[src/rtl/inst_encoder_pkg.sv]
// rtl/inst_encoder_pkg.sv - shared opcodes, formats, error codes and FSM states
package inst_encoder_pkg;

  localparam logic [6:0] OPC_LOAD   = 7'b0000011;
  localparam logic [6:0] OPC_OP_IMM = 7'b0010011;
  localparam logic [6:0] OPC_STORE  = 7'b0100011;
  localparam logic [6:0] OPC_BRANCH = 7'b1100011;

  typedef enum logic [1:0] {
    FMT_I,
    FMT_S,
    FMT_B,
    FMT_ILLEGAL
  } fmt_e;

  localparam logic [1:0] ERR_NONE   = 2'b00;
  localparam logic [1:0] ERR_OPCODE = 2'b01;
  localparam logic [1:0] ERR_RANGE  = 2'b10;
  localparam logic [1:0] ERR_ODD    = 2'b11;

  typedef enum logic [1:0] {
    ST_EMPTY,
    ST_FULL,
    ST_HALT
  } state_e;

  // Map a 7-bit opcode onto the encoding format it uses
  function automatic fmt_e decode_fmt(input logic [6:0] opcode);
    case (opcode)
      OPC_LOAD, OPC_OP_IMM: decode_fmt = FMT_I;
      OPC_STORE:            decode_fmt = FMT_S;
      OPC_BRANCH:           decode_fmt = FMT_B;
      default:              decode_fmt = FMT_ILLEGAL;
    endcase
  endfunction

endpackage

[src/rtl/inst_encoder_pack.sv]
// rtl/inst_encoder_pack.sv - combinational field packer with range and alignment flags
module inst_pack
  import inst_encoder_pkg::*;
(
  input  fmt_e        fmt_i,
  input  logic [6:0]  opcode_i,
  input  logic [2:0]  funct3_i,
  input  logic [4:0]  rd_i,
  input  logic [4:0]  rs1_i,
  input  logic [4:0]  rs2_i,
  input  logic [31:0] imm_i,
  output logic [31:0] inst_o,
  output logic        range_ok_o,
  output logic        odd_o
);

  logic fits12;
  logic fits13;

  // A value fits in N signed bits when every bit above N-2 matches the sign
  assign fits12 = (~|imm_i[31:11]) | (&imm_i[31:11]);
  assign fits13 = (~|imm_i[31:12]) | (&imm_i[31:12]);

  // Scatter the fields into the word layout of the selected format
  always_comb begin
    inst_o     = '0;
    range_ok_o = 1'b0;
    odd_o      = 1'b0;
    case (fmt_i)
      FMT_I: begin
        inst_o     = {imm_i[11:0], rs1_i, funct3_i, rd_i, opcode_i};
        range_ok_o = fits12;
      end
      FMT_S: begin
        inst_o     = {imm_i[11:5], rs2_i, rs1_i, funct3_i, imm_i[4:0], opcode_i};
        range_ok_o = fits12;
      end
      FMT_B: begin
        inst_o     = {imm_i[12], imm_i[10:5], rs2_i, rs1_i, funct3_i,
                      imm_i[4:1], imm_i[11], opcode_i};
        range_ok_o = fits13;
        odd_o      = imm_i[0];
      end
      default: begin
        inst_o     = '0;
      end
    endcase
  end

endmodule

[src/rtl/inst_encoder.sv]
// rtl/inst_encoder.sv - instruction encoder with output register, address counter and error halt
module inst_encoder
  import inst_encoder_pkg::*;
#(
  parameter logic [31:0] BASE_ADDR = 32'h0000_0000
) (
  input  logic        clk,
  input  logic        rst,
  input  logic        clr,
  input  logic        in_valid,
  output logic        in_ready,
  input  logic [6:0]  in_opcode,
  input  logic [2:0]  in_funct3,
  input  logic [4:0]  in_rd,
  input  logic [4:0]  in_rs1,
  input  logic [4:0]  in_rs2,
  input  logic [31:0] in_imm,
  output logic        out_valid,
  input  logic        out_ready,
  output logic [31:0] out_inst,
  output logic [31:0] out_addr,
  output logic        err,
  output logic [1:0]  err_code
);

  state_e      state_q;
  logic        out_valid_q;
  logic [31:0] out_inst_q;
  logic [31:0] out_addr_q;
  logic        err_q;
  logic [1:0]  err_code_q;

  fmt_e        fmt;
  logic [31:0] word;
  logic        range_ok;
  logic        odd;
  logic [1:0]  err_code_d;
  logic        in_hs;
  logic        out_hs;

  assign fmt = decode_fmt(in_opcode);

  inst_pack u_pack (
    .fmt_i      (fmt),
    .opcode_i   (in_opcode),
    .funct3_i   (in_funct3),
    .rd_i       (in_rd),
    .rs1_i      (in_rs1),
    .rs2_i      (in_rs2),
    .imm_i      (in_imm),
    .inst_o     (word),
    .range_ok_o (range_ok),
    .odd_o      (odd)
  );

  // Classify the incoming bundle; opcode outranks range, range outranks alignment
  always_comb begin
    err_code_d = ERR_NONE;
    if (fmt == FMT_ILLEGAL) begin
      err_code_d = ERR_OPCODE;
    end else if (!range_ok) begin
      err_code_d = ERR_RANGE;
    end else if (odd) begin
      err_code_d = ERR_ODD;
    end
  end

  // Accept when the output slot is free or being drained this cycle; never during rst or clr
  assign in_ready = !rst && !clr &&
                    ((state_q == ST_EMPTY) || ((state_q == ST_FULL) && out_ready));
  assign in_hs    = in_valid && in_ready;
  assign out_hs   = out_valid_q && out_ready;

  // FSM, output register and address counter; address advances on every output handshake
  always_ff @(posedge clk or posedge rst) begin
    if (rst) begin
      state_q     <= ST_EMPTY;
      out_valid_q <= 1'b0;
      out_inst_q  <= '0;
      out_addr_q  <= BASE_ADDR;
      err_q       <= 1'b0;
      err_code_q  <= ERR_NONE;
    end else if (clr) begin
      state_q     <= ST_EMPTY;
      out_valid_q <= 1'b0;
      out_addr_q  <= BASE_ADDR;
      err_q       <= 1'b0;
      err_code_q  <= ERR_NONE;
    end else begin
      if (out_hs) begin
        out_addr_q <= out_addr_q + 32'd4;
      end
      case (state_q)
        ST_EMPTY, ST_FULL: begin
          if (in_hs) begin
            if (err_code_d == ERR_NONE) begin
              out_inst_q  <= word;
              out_valid_q <= 1'b1;
              state_q     <= ST_FULL;
            end else begin
              out_valid_q <= 1'b0;
              err_q       <= 1'b1;
              err_code_q  <= err_code_d;
              state_q     <= ST_HALT;
            end
          end else if (out_hs) begin
            out_valid_q <= 1'b0;
            state_q     <= ST_EMPTY;
          end
        end
        ST_HALT: begin
          out_valid_q <= 1'b0;
        end
        default: begin
          out_valid_q <= 1'b0;
          state_q     <= ST_EMPTY;
        end
      endcase
    end
  end

  assign out_valid = out_valid_q;
  assign out_inst  = out_inst_q;
  assign out_addr  = out_addr_q;
  assign err       = err_q;
  assign err_code  = err_code_q;

endmodule

[config.mk]
export PLATFORM = sky130hd
export DESIGN_NAME = inst_encoder
export DESIGN_NICKNAME = d
export VERILOG_FILES = /design/src/rtl/inst_encoder_pkg.sv /design/src/rtl/inst_encoder_pack.sv /design/src/rtl/inst_encoder.sv
export SDC_FILE = /design/constraint.sdc
export NUM_CORES = 1
export LEC_CHECK = 0
export ABC_AREA = 1
export BUFFER_PORTS_ARGS = -buffer_cell sky130_fd_sc_hd__buf_2
export CORE_MARGIN = 3
export CORE_UTILIZATION = 46
export DETAILED_ROUTE_END_ITERATION = 6
export PLACE_DENSITY = 0.77
export SLEW_MARGIN = 10
export SYNTH_ARGS = -nofsm -noshare
export SYNTH_HDL_FRONTEND = slang
export SYNTH_SLANG_ARGS = --single-unit
[constraint.sdc]
create_clock -name clk -period 2.2 [get_ports clk]
set_input_delay 0.22 -clock clk [delete_from_list [all_inputs] [get_ports clk]]
set_output_delay 0.22 -clock clk [all_outputs]
set_load 0.05 [all_outputs]
* Word-level counts from Yosys, hierarchy flattened
Cells that the tools add are included.
Storage, ports and cells: output and inout bits 69, input bits 62, word-level logic and storage cells 75, register bits 70
Cells by class: multiplexer cells 27, equal/unequal tests 12, $add $sub $neg 1, bitwise logic cells 3, reduce and logical (&&, ||, !) cells 26
Operator list (number):
- 32-bit case mux with 3 select lines | 1
- 32-bit two-way mux | 2
- 32-bit by 3-bit adder with 32-bit output, second input constant | 1
- 2-bit two-way mux | 11
- 21-bit AND reduction | 1
- 21-bit OR reduction | 1
- 20-bit AND reduction | 1
- 20-bit OR reduction | 1
- 1-bit two-way mux | 10
- 7-bit by 2-bit == test with 1-bit output, second input constant | 1
- 7-bit by 5-bit == test with 1-bit output, second input constant | 1
- 7-bit by 6-bit == test with 1-bit output, second input constant | 1
- 7-bit == test, second input constant | 1
- 2-bit == test, second input constant | 3
- 2-bit zero test | 3
- 2-bit case mux with 3 select lines | 1
- 2-bit nonzero test | 3
- 2-bit OR reduction | 3
- 1-bit logical AND | 5
- 2-bit by 1-bit == test with 1-bit output, second input constant | 2
- 1-bit zero test | 4
- 2-bit inequality test, second input constant | 2
- 4-bit inequality test, second input constant | 1
- 2-bit case mux with 2 select lines | 1
- other kinds (7) | 8

* Longest topological paths before layout
Gate-level depths: netlist of run 1.
depth after elaboration 13, depth in mapped cells 13, depth with buffers taken out 12

* Cells and area by module
A second synthesis of run 1 with hierarchy kept.
Unflattened totals: cells, all modules 586, area total of the unflattened synthesis 3956.3 um^2
Modules (own cells, without submodules):
- inst_encoder | times used 1, area each 3348.2 um^2, cells each 446
- inst_pack | times used 1, area each 608.1 um^2, cells each 140

* Worst setup path before layout of run 1
OpenSTA, ideal clock, no wires.
path type input to register, from in rst, to reg out_inst_q[20] (netlist: out_inst[20]), arrival 3.848 ns, path slack -1.771 ns, stages on the path 9, cell sequence inv_1 o21ai_0 nor3_1 nand2_1 inv_1 nand3_4 buf_6 nand2_1 o21ai_2
Between the ends: longest elaborated chain between the ends 5
Ends and longest elaborated chain:
- from (decl) | line inst_encoder.sv:8 | input logic rst,
- 1-bit zero test (no line)
- 1-bit logical AND (2 in a row) | line inst_encoder.sv:69 | assign in_ready = !rst && !clr &&
- net in_ready | line inst_encoder.sv:11 | output logic in_ready,
- 1-bit logical AND | line inst_encoder.sv:71 | assign in_hs = in_valid && in_ready;
- 4-bit AND reduction (no line)
- to (signal assigned) | line inst_encoder.sv:97 | out_inst_q <= word;
- to (decl) | line inst_encoder.sv:28 | logic [31:0] out_inst_q;
The timed path passes the listed nets, and every way through them passes these cells. A chain may end at the register's enable or synchronous reset.

* Worst setup path in the final report of run 1
from reg out_addr_q[3] (netlist: out_addr[3]), to reg out_addr_q[22] (netlist: out_addr[22])
Between the ends: longest elaborated chain between the ends 3
Ends and longest elaborated chain:
- from (decl) | line inst_encoder.sv:29 | logic [31:0] out_addr_q;
- from (signal assigned) | line inst_encoder.sv:91 | out_addr_q <= out_addr_q + 32'd4;
- 32-bit by 3-bit adder with 32-bit output | line inst_encoder.sv:91
- 32-bit two-way mux | line inst_encoder.sv:90 | if (out_hs) begin
- 32-bit two-way mux | line inst_encoder.sv:83 | end else if (clr) begin
Every way passes these cells. The select of a mux whose other input is x is not followed.

==> out/qor.txt, run 1 <==
Peak supply drop -> 353.1 uV
Internal Power -> 2.075 mW
Share of cells above drive strength 1 -> 28.62%
Largest net degree at the start of global routing -> 69
Final WL -> 9998 um
Setup Fix Bufs, Post-CTS -> 0
EDFF count, synth -> 0
Area delta synth->final -> 25.07%
DRC errors left -> 0
Area of the multi-input gates -> 1894 um2
Vias/cell -> 5.138
Maximum clock path buffer count -> 2
Most frequent cells in the layout -> 145 x nand2_1, 128 x buf_2, 68 x dfrtp_1
Switching Power -> 0.6345 mW
Synth async-reset ratio -> 100.0%
Prevailing post-synth register cell -> dfrtp_1
Synth Area in Compound Gates -> 13.02%
Die Footprint -> 9555 um2
DR WL/cell -> 13.30 um
Fin. Hold Viols -> 0
Status -> completed
Power density over cell area -> 559.4 nW/um2
Net Sw Frac -> 23.42%
Slew Limit Fails -> 0
Post-synthesis xor/xnor area fraction -> 0.6785%
Mux cell area share after synthesis -> 0%
Tot Pwr -> 2.709 mW
Critical path required time -> 2.44 ns
Antenna-violating nets left -> 0
Mapped Area -> 3872 um2
Max Clk Rate -> 0.5011 GHz
Rel. slew slack -> 43.97%
DR vias -> 3,864
Area occupied by registers -> 1702 um2
Worst slew pin tran -> 0.8405 ns
Die Wd -> 97.75 um
Adder-Cell Fraction of Synth Area -> 0.3231%
Dpl cells -> 736
Area fraction of the dominant cell type after synthesis -> 43.94%
CTS tree -> done
Final Setup Violations -> 0
Hold WS -> 0.1146 ns
Port Buffer Count -> 128
Clock Skews -> 0.008649 ns
Filler cells -> 716
Seq/Total Area, Yosys -> 43.94%
Skew-Pair Late Insertion Delay -> 0.35 ns
# diodes -> 0
Sequential share of power -> 46.4%
Routability Congestion -> 0.9056
Synth Register Bits -> 68
Initial DRC Count -> 115
# hold bufs at CTS -> 0
CTS root buf -> clkbuf_8
Yosys cell types -> 39
TritonRoute pass-1 iters -> 5
Setup repair after global routing missed its margin -> no
# clock sinks -> 68
HPWL after DPL -> 7625 um
Average cell area after synthesis -> 7.534 um2
Aggregate global routing overflow -> 0
CP Class -> register to register
Initial antenna violation count -> 0
Combinational Power Share -> 7.0%
Yosys Warn Count -> 0
First-pass GRT wire length -> 16,800 um
Arrival time worst endpoint -> 2.23 ns
Class of the worst hold path -> input pin to register
Resized cells post-CTS -> 0
Area contributors post-synth -> dfrtp_1 44%, nand2_1 14%, nor2_1 6.1%, inv_1 4.8%, o21ai_2 4.1%
Clock power share -> 46.6%
Max-Cap Viols -> 0
I/O pin cnt -> 131
Largest area contributor in the netlist -> dfrtp_1
CP max FO -> 5
Vias in the first global route -> 3,766
Core area -> 7928 um2
Overall Global Routing Usage -> 21.06%
Most common cell after layout, fill and taps aside -> nand2_1
CTS Buf Count -> 9
Final net count -> 708
Final period utilization -> 90.71%
Main combinational cell family by area after synthesis -> simple AND/OR/NAND/NOR gates
Simple-gate portion of the synthesized area -> 34.05%
Cells after synthesis -> 514
Initial core utilization -> 48.85%
Worst hold stages -> 3
Die Y -> 97.75 um
H-tree depth -> 3
Min Tclk post-route -> 1.996 ns
Worst-case reg-to-reg path depth -> 7
Endpoint type of the worst setup path -> register
Pleak -> 2.513 nW
Layout Cells excl Fill -> 752
Rows -> 32
Clock transition at path regs -> 0.08 ns
Startpoint types -> register
[cell type report]
cell class | instances | share of cell area, %
timing repair buffer | 132 | 13.85
inverter | 53 | 4.185
multi-input combinational | 381 | 39.11
sequential | 68 | 35.13
tap | 102 | 2.635
clock buffer | 9 | 2.557
clock inverter | 7 | 2.532
[routing by layer]
metal	GRT usage [%]	routed length [um]	share of wire [%]
met1	25.18	4185	42
met2	37.43	4972	50
met3	6.786	737	7.4
met4	4.047	102	1.0
met5	0	0	0
[kinds of logic (layout without fill, tap and decap cells)]
kind of cell | after synthesis | after routing
adder cells (fa/ha/maj) | 1 | 1
XOR/XNOR | 3 | 3
other | 1 | 2
AO/OA/AOI/OAI | 80 | 80
flip-flops | 68 | 68
buffers and inverters | 66 | 201
AND/OR/NAND/NOR | 295 | 295
[power by group through the flow]
stage          clock (mW)  combinational (mW)  sequential, mW
2_1_floorplan           0              0.0908            1.29
3_3_place_gp            0               0.188            1.28
3_5_place_dp            0               0.192            1.28
4_1_cts              1.28               0.192            1.26
5_1_grt              1.35               0.213            1.26
6_report             1.26               0.191            1.26
[worst max-delay path, cell delays in order (launching register included)]
cell,delay (ns)
dfrtp_1,0.43
ha_1,0.28
nand3_1,0.15
nor2_1,0.28
nand4_1,0.13
nor3_1,0.34
and3_1,0.23
nor2_1,0.05
[registers in the layout, indices dropped and copies added, names as in the netlist]
signal     cells
state_q        2
err            1
out_addr      30
out_valid      1
out_inst      32
err_code       2
[cell usage after synthesis (all sizes together), types with 2 or more instances]
master	instances
nand4	16
nand3	32
nand2	151
buf	10
a22oi	9
xor2	3
nor3b	3
nor2	65
a21oi	17
nor3	19
inv	52
dfrtp	68
or2	4
clkbuf	3
o21ai	48
nand3b	2
and3	2
[stage by stage]
step           utilization, %  worst slack [ns]  area [um2]  TNS, ns
6_report                61.10            0.2045        4843        0
5_1_grt                 61.10          0.001696        4843        0
4_1_cts                 61.10            0.2422        4843        0
3_5_place_dp            57.99            0.2176        4597        0
3_3_place_gp            57.99            0.2873        4597        0
2_1_floorplan               -           -0.1749        3905   -5.528
[worst paths after layout]
path                                    startpoint  slack (ns)                       end
min in group asynchronous                      rst        0.18  out_addr[13]$_DFFE_PP0N_
hold reg to reg             state_q[0]$_DFFE_PP0P_        0.46    state_q[1]$_DFFE_PP0P_
setup / recovery           out_addr[3]$_DFFE_PP0N_        0.20  out_addr[22]$_DFFE_PP0N_
setup reg to reg           out_addr[3]$_DFFE_PP0N_        0.20  out_addr[22]$_DFFE_PP0N_
max in group asynchronous                      rst        1.46  out_addr[30]$_DFFE_PP0N_
hold / removal                        in_funct3[0]        0.11  out_inst[12]$_DFFE_PP0P_
Note: power is estimated with default switching activity, not from simulation.
==> run 2: changes to the inputs <==
--- a/config.mk
+++ b/config.mk
@@ -10,6 +10,7 @@
 export CORE_MARGIN = 3
 export CORE_UTILIZATION = 46
 export DETAILED_ROUTE_END_ITERATION = 6
+export MAX_ROUTING_LAYER = met4
 export PLACE_DENSITY = 0.77
 export SLEW_MARGIN = 10
 export SYNTH_ARGS = -nofsm -noshare
==> run 2 against run 1 <==
  * Die area unchanged
  * Maximum frequency up 0.34%
  * Clock skew about the same
  * Highest routed layer unchanged
  * Sequential power about the same
  * Via count about the same
  * Core utilization unchanged
  * Critical path depth unchanged
==> out/qor.txt, run 2 (synthesized netlist as in run 1, its figures left out) <==
Arrival time worst endpoint -> 2.23 ns
Rows -> 32
Slew Limit Fails -> 0
DR WL/cell -> 13.30 um
Setup Fix Bufs, Post-CTS -> 0
# clock sinks -> 68
Cell Chain, Critical Path -> ha_1 -> nand3_1 -> nor2_1 -> nand4_1 -> nor3_1 -> and3_1 -> nor2_1
Skew-Pair Late Insertion Delay -> 0.35 ns
Vias/cell -> 5.142
# hold bufs at CTS -> 0
CTS tree -> done
Routability Congestion -> 0.9212
Crit path buffers/inverters -> 0
Max Clk Rate -> 0.5028 GHz
Tot Pwr -> 2.710 mW
Aggregate global routing overflow -> 0
Area delta synth->final -> 25.07%
Overall Global Routing Usage -> 21.69%
HPWL after DPL -> 7625 um
Share of cells above drive strength 1 -> 28.62%
CP Capture Point -> out_addr[22]$_DFFE_PP0N_
Initial core utilization -> 48.85%
Initial DRC Count -> 116
CP max FO -> 5
Final Setup Violations -> 0
CP most frequent cell -> nor2_1
Class of the worst hold path -> input pin to register
Port Buffer Count -> 128
Dpl ws -> 0.2176 ns
Core area -> 7928 um2
Min Tclk post-route -> 1.989 ns
Worst-case reg-to-reg path depth -> 7
Largest net degree at the start of global routing -> 69
First-pass GRT wire length -> 16,790 um
Resized cells post-CTS -> 0
Most frequent cells in the layout -> 145 x nand2_1, 128 x buf_2, 68 x dfrtp_1
Maximum clock path buffer count -> 2
RR Startpoint -> out_addr[3]$_DFFE_PP0N_
Critical path required time -> 2.44 ns
Clock Skews -> 0.008683 ns
H-tree depth -> 3
Initial antenna violation count -> 0
Final period utilization -> 90.40%
Pleak -> 2.513 nW
CTS root buf -> clkbuf_8
CTS Buf Count -> 9
Endpoint type of the worst setup path -> register
Fin. Hold Viols -> 0
Clock transition at path regs -> 0.08 ns
Reg2Reg Capture Point -> out_addr[22]$_DFFE_PP0N_
Final WL -> 10,000 um
Power density over cell area -> 559.6 nW/um2
Worst path max stage delay -> 0.43 ns
CP Class -> register to register
# diodes -> 0
Setup repair after global routing missed its margin -> no
Peak supply drop -> 353.9 uV
Die Footprint -> 9555 um2
Die Wd -> 97.75 um
FF-to-FF setup slack -> 0.21 ns
Die Y -> 97.75 um
DR vias -> 3,867
Startpoint types -> register
Final Worst Setup Slack -> 0.2111 ns
Rel. slew slack -> 43.58%
Most Crowded Layer GR -> met2
Final net count -> 708
Antenna-violating nets left -> 0
Setup TNS -> 0 ns
Worst slew pin tran -> 0.8464 ns
Max-Cap Viols -> 0
Vias in the first global route -> 3,766
I/O pin cnt -> 131
Critical path's slowest cell -> dfrtp_1
Delay-heaviest family, CP -> simple AND/OR/NAND/NOR gates
DRC errors left -> 0
Most common cell after layout, fill and taps aside -> nand2_1
Worst Setup SP -> out_addr[3]$_DFFE_PP0N_
GRT met3 Usage -> 5.714%
Status -> completed
Max reg flops -> 32
Crit path depth -> 7
GR Util met1 -> 25.78%
M2 GR Usage -> 37.48%
TritonRoute pass-1 iters -> 5
## run 2: cell counts in the layout (fill, tap and decap cells not counted)
No cell type changed its count.
## run 2: routing by layer
layer,up-vias,routed length (um)
li1,1934,-
met1,1774,4238
met2,150,5002
met3,9,689
met4,0,74
met5,-,0
## run 2: how the worst min path moves through the flow
stage	from	endpoint	cells after the start
after global placement	state_q[0]$_DFFE_PP0P_	state_q[1]$_DFFE_PP0P_	1
after global routing	in_imm[6]	out_inst[26]$_DFFE_PP0P_	3
final	in_funct3[0]	out_inst[12]$_DFFE_PP0P_	3
after CTS	in_rs1[3]	out_inst[18]$_DFFE_PP0P_	3
after floorplan	in_funct3[0]	out_inst[12]$_DFFE_PP0P_	2
after detailed placement	state_q[0]$_DFFE_PP0P_	state_q[1]$_DFFE_PP0P_	1
## run 2: worst min-delay path, cell delays in order
cell	delay, ns
buf_2	0.09
nand2_1	0.05
o21ai_1	0.06
## run 2: layout make-up
type                       instances  area, um2
fill                             716       3084
multi-input combinational        381       1894
sequential                        68       1702
timing repair buffer             132      670.6
inverter                          53      202.7
tap                              102      127.6
clock buffer                       9      123.9
clock inverter                     7      122.6
## run 2: through the flow
step	cell area (um2)	hold slack, ns	util [%]	std cells
floorplan	3905	0.3651	-	515
global placement	4597	0.4393	57.99	736
detailed placement	4597	0.4472	57.99	736
CTS	4843	0.1026	61.10	752
global route	4843	0.1036	61.10	752
finish	4843	0.1145	61.10	752
## run 2: power by group
part | total, mW | switching (mW) | internal [mW]
Sequential | 1.26 | 0.00368 | 1.25
Clock | 1.26 | 0.505 | 0.758
Combinational | 0.191 | 0.127 | 0.0641
Total | 2.71 | 0.635 | 2.07
==> run 3: changes to the inputs <==
--- a/config.mk
+++ b/config.mk
@@ -12,6 +12,7 @@
 export DETAILED_ROUTE_END_ITERATION = 6
 export MAX_ROUTING_LAYER = met4
 export PLACE_DENSITY = 0.77
+export SETUP_SLACK_MARGIN = 0.15
 export SLEW_MARGIN = 10
 export SYNTH_ARGS = -nofsm -noshare
 export SYNTH_HDL_FRONTEND = slang
==> constraint.sdc (replaced) <==
create_clock -name clk -period 2.2 [get_ports clk]
set_input_delay 0.44 -clock clk [delete_from_list [all_inputs] [get_ports clk]]
set_output_delay 0.44 -clock clk [all_outputs]
set_load 0.05 [all_outputs]
==> run 3 against run 2 <==
  * The flow now finishes with violations (design-rule violations)
  * Sequential share of layout area is 0.082 points higher
  * Global-route usage grew 0.60 points
  * Worst hold slack better by 0.22 ns
  * Maximum frequency up 10%
  * Critical path depth fell by 3
  * Worst setup slack gained 0.19 ns
  * Combinational power is essentially flat
  * Core utilization decreased by 0.14 points
  * Register-to-register slack improved by 0.19 ns
  * First-iteration DRC count is 70% higher
  * Critical path type is now register to primary output
  * Critical endpoint is now in_ready
  * Largest cell class unchanged
==> out/qor.txt, run 3 (synthesized netlist as in run 1, its figures left out) <==
Initial antenna violation count -> 0
Startpoint types -> register
Dpl cells -> 739
DR vias -> 3,913
Cell Chain, Critical Path -> inv_1 -> o21ai_2 -> nor3_4 -> buf_2
Setup Fix Bufs, Post-CTS -> 0
CP Class -> register to primary output
Area occupied by registers -> 1702 um2
Filler cells -> 741
Final Worst Setup Slack -> 0.3970 ns
Critical path's slowest cell -> dfrtp_1
# clock sinks -> 68
Area of the multi-input gates -> 1894 um2
Final WL -> 10,230 um
Peak supply drop -> 341.2 uV
Rel. slew slack -> 43.50%
Final Setup Violations -> 0
Dpl ws -> 0.1311 ns
Failing checks -> design-rule violations
Power density over cell area -> 515.0 nW/um2
Final net count -> 711
Die Wd -> 97.75 um
CP max FO -> 2
Die Footprint -> 9555 um2
Critical path required time -> 1.76 ns
HPWL after DPL -> 7912 um
CTS Buf Count -> 9
Resized cells post-CTS -> 0
Layout Cells excl Fill -> 755
Aggregate global routing overflow -> 0
Worst path max stage delay -> 0.38 ns
Area delta synth->final -> 24.78%
Delay-heaviest family, CP -> flip-flops
Status -> finished with violations
Most frequent cells in the layout -> 145 x nand2_1, 128 x buf_2, 68 x dfrtp_1
Routability Congestion -> 0.9088
# diodes -> 0
Maximum clock path buffer count -> 2
Setup TNS -> 0 ns
TritonRoute pass-1 iters -> 7
I/O pin cnt -> 131
Overall Global Routing Usage -> 22.29%
Clock Skews -> 0.009122 ns
DRC errors left -> 1
Crit path buffers/inverters -> 2
Vias/cell -> 5.183
Vias in the first global route -> 3,800
Antenna-violating nets left -> 0
Share of cells above drive strength 1 -> 28.94%
Arrival time worst endpoint -> 1.36 ns
H-tree depth -> 3
Rows -> 32
Skew-Pair Late Insertion Delay -> 0.34 ns
First-pass GRT wire length -> 17,230 um
DR WL/cell -> 13.55 um
Class of the worst hold path -> input pin to register
Most common cell after layout, fill and taps aside -> nand2_1
# hold bufs at CTS -> 0
Die Y -> 97.75 um
Setup repair after global routing missed its margin -> no
Fin. Hold Viols -> 0
Port Buffer Count -> 128
Worst slew pin tran -> 0.8475 ns
Initial DRC Count -> 197
CTS tree -> done
Final period utilization -> 81.96%
Largest net degree at the start of global routing -> 69
Endpoint type of the worst setup path -> primary output
Max Clk Rate -> 0.5546 GHz
CTS root buf -> clkbuf_8
Max reg flops -> 32
Pleak -> 2.514 nW
Initial core utilization -> 48.85%
Clock transition at path regs -> 0.08 ns
Slew Limit Fails -> 0
Max-Cap Viols -> 0
Core area -> 7928 um2
Min Tclk post-route -> 1.803 ns
-- run 3: changes by cell type in the layout (fill, tap and decap cells not counted), sizes merged --
cell / delta
buf: +3
bufinv: -2
clkinv: +2
-- run 3: cell type report --
class / instances / area share, %
sequential: 68 / 35.21
tap: 102 / 2.641
clock inverter: 7 / 1.579
multi-input combinational: 381 / 39.20
timing repair buffer: 135 / 14.60
inverter: 53 / 4.195
clock buffer: 9 / 2.563
-- run 3: routing by layer --
| layer | part of all wire [%] | vias to the layer above | wire, um | GRT usage, % |
|---|---|---|---|---|
| li1 | - | 1947 | - | - |
| met1 | 43 | 1811 | 4385 | 27.20 |
| met2 | 50 | 140 | 5111 | 37.74 |
| met3 | 5.8 | 15 | 597 | 4.500 |
| met4 | 1.3 | 0 | 137 | 6.177 |
| met5 | 0 | - | 0 | - |
-- run 3: path summary, 6_finish.rpt --
check	start	endpoint	slack (ns)	cells past startpoint
max	state_q[0]$_DFFE_PP0P_	in_ready	0.40	4
min	in_rs1[0]	out_inst[15]$_DFFE_PP0P_	0.34	3
max reg2reg	out_addr[3]$_DFFE_PP0N_	out_addr[16]$_DFFE_PP0N_	0.40	9
min reg2reg	state_q[0]$_DFFE_PP0P_	state_q[1]$_DFFE_PP0P_	0.46	1
max in group asynchronous	rst	out_inst[11]$_DFFE_PP0P_	1.23	3
min in group asynchronous	rst	out_addr[11]$_DFFE_PP0N_	0.42	3
-- run 3: worst min-delay path, stage by stage --
cell and delay, ns:
buf_2 0.09, nand2_1 0.05, o21ai_1 0.06
-- run 3: through the flow --
stage	hold slack (ns)	area, um2	power, mW	util [%]
after global routing	0.3233	4832	2.599	60.95
after CTS	0.3246	4832	2.512	60.95
after detailed placement	0.4496	4632	1.475	58.43
final	0.3389	4832	2.488	60.95
after floorplan	0.4308	3905	1.380	-
after global placement	0.4363	4632	1.470	58.43
-- run 3: where the power goes --
part           internal [mW]  total (mW)  switching (mW)
Combinational         0.0644       0.191           0.127
Sequential              1.25        1.26         0.00358
Clock                  0.529        1.04           0.512
Total                   1.85        2.49           0.642
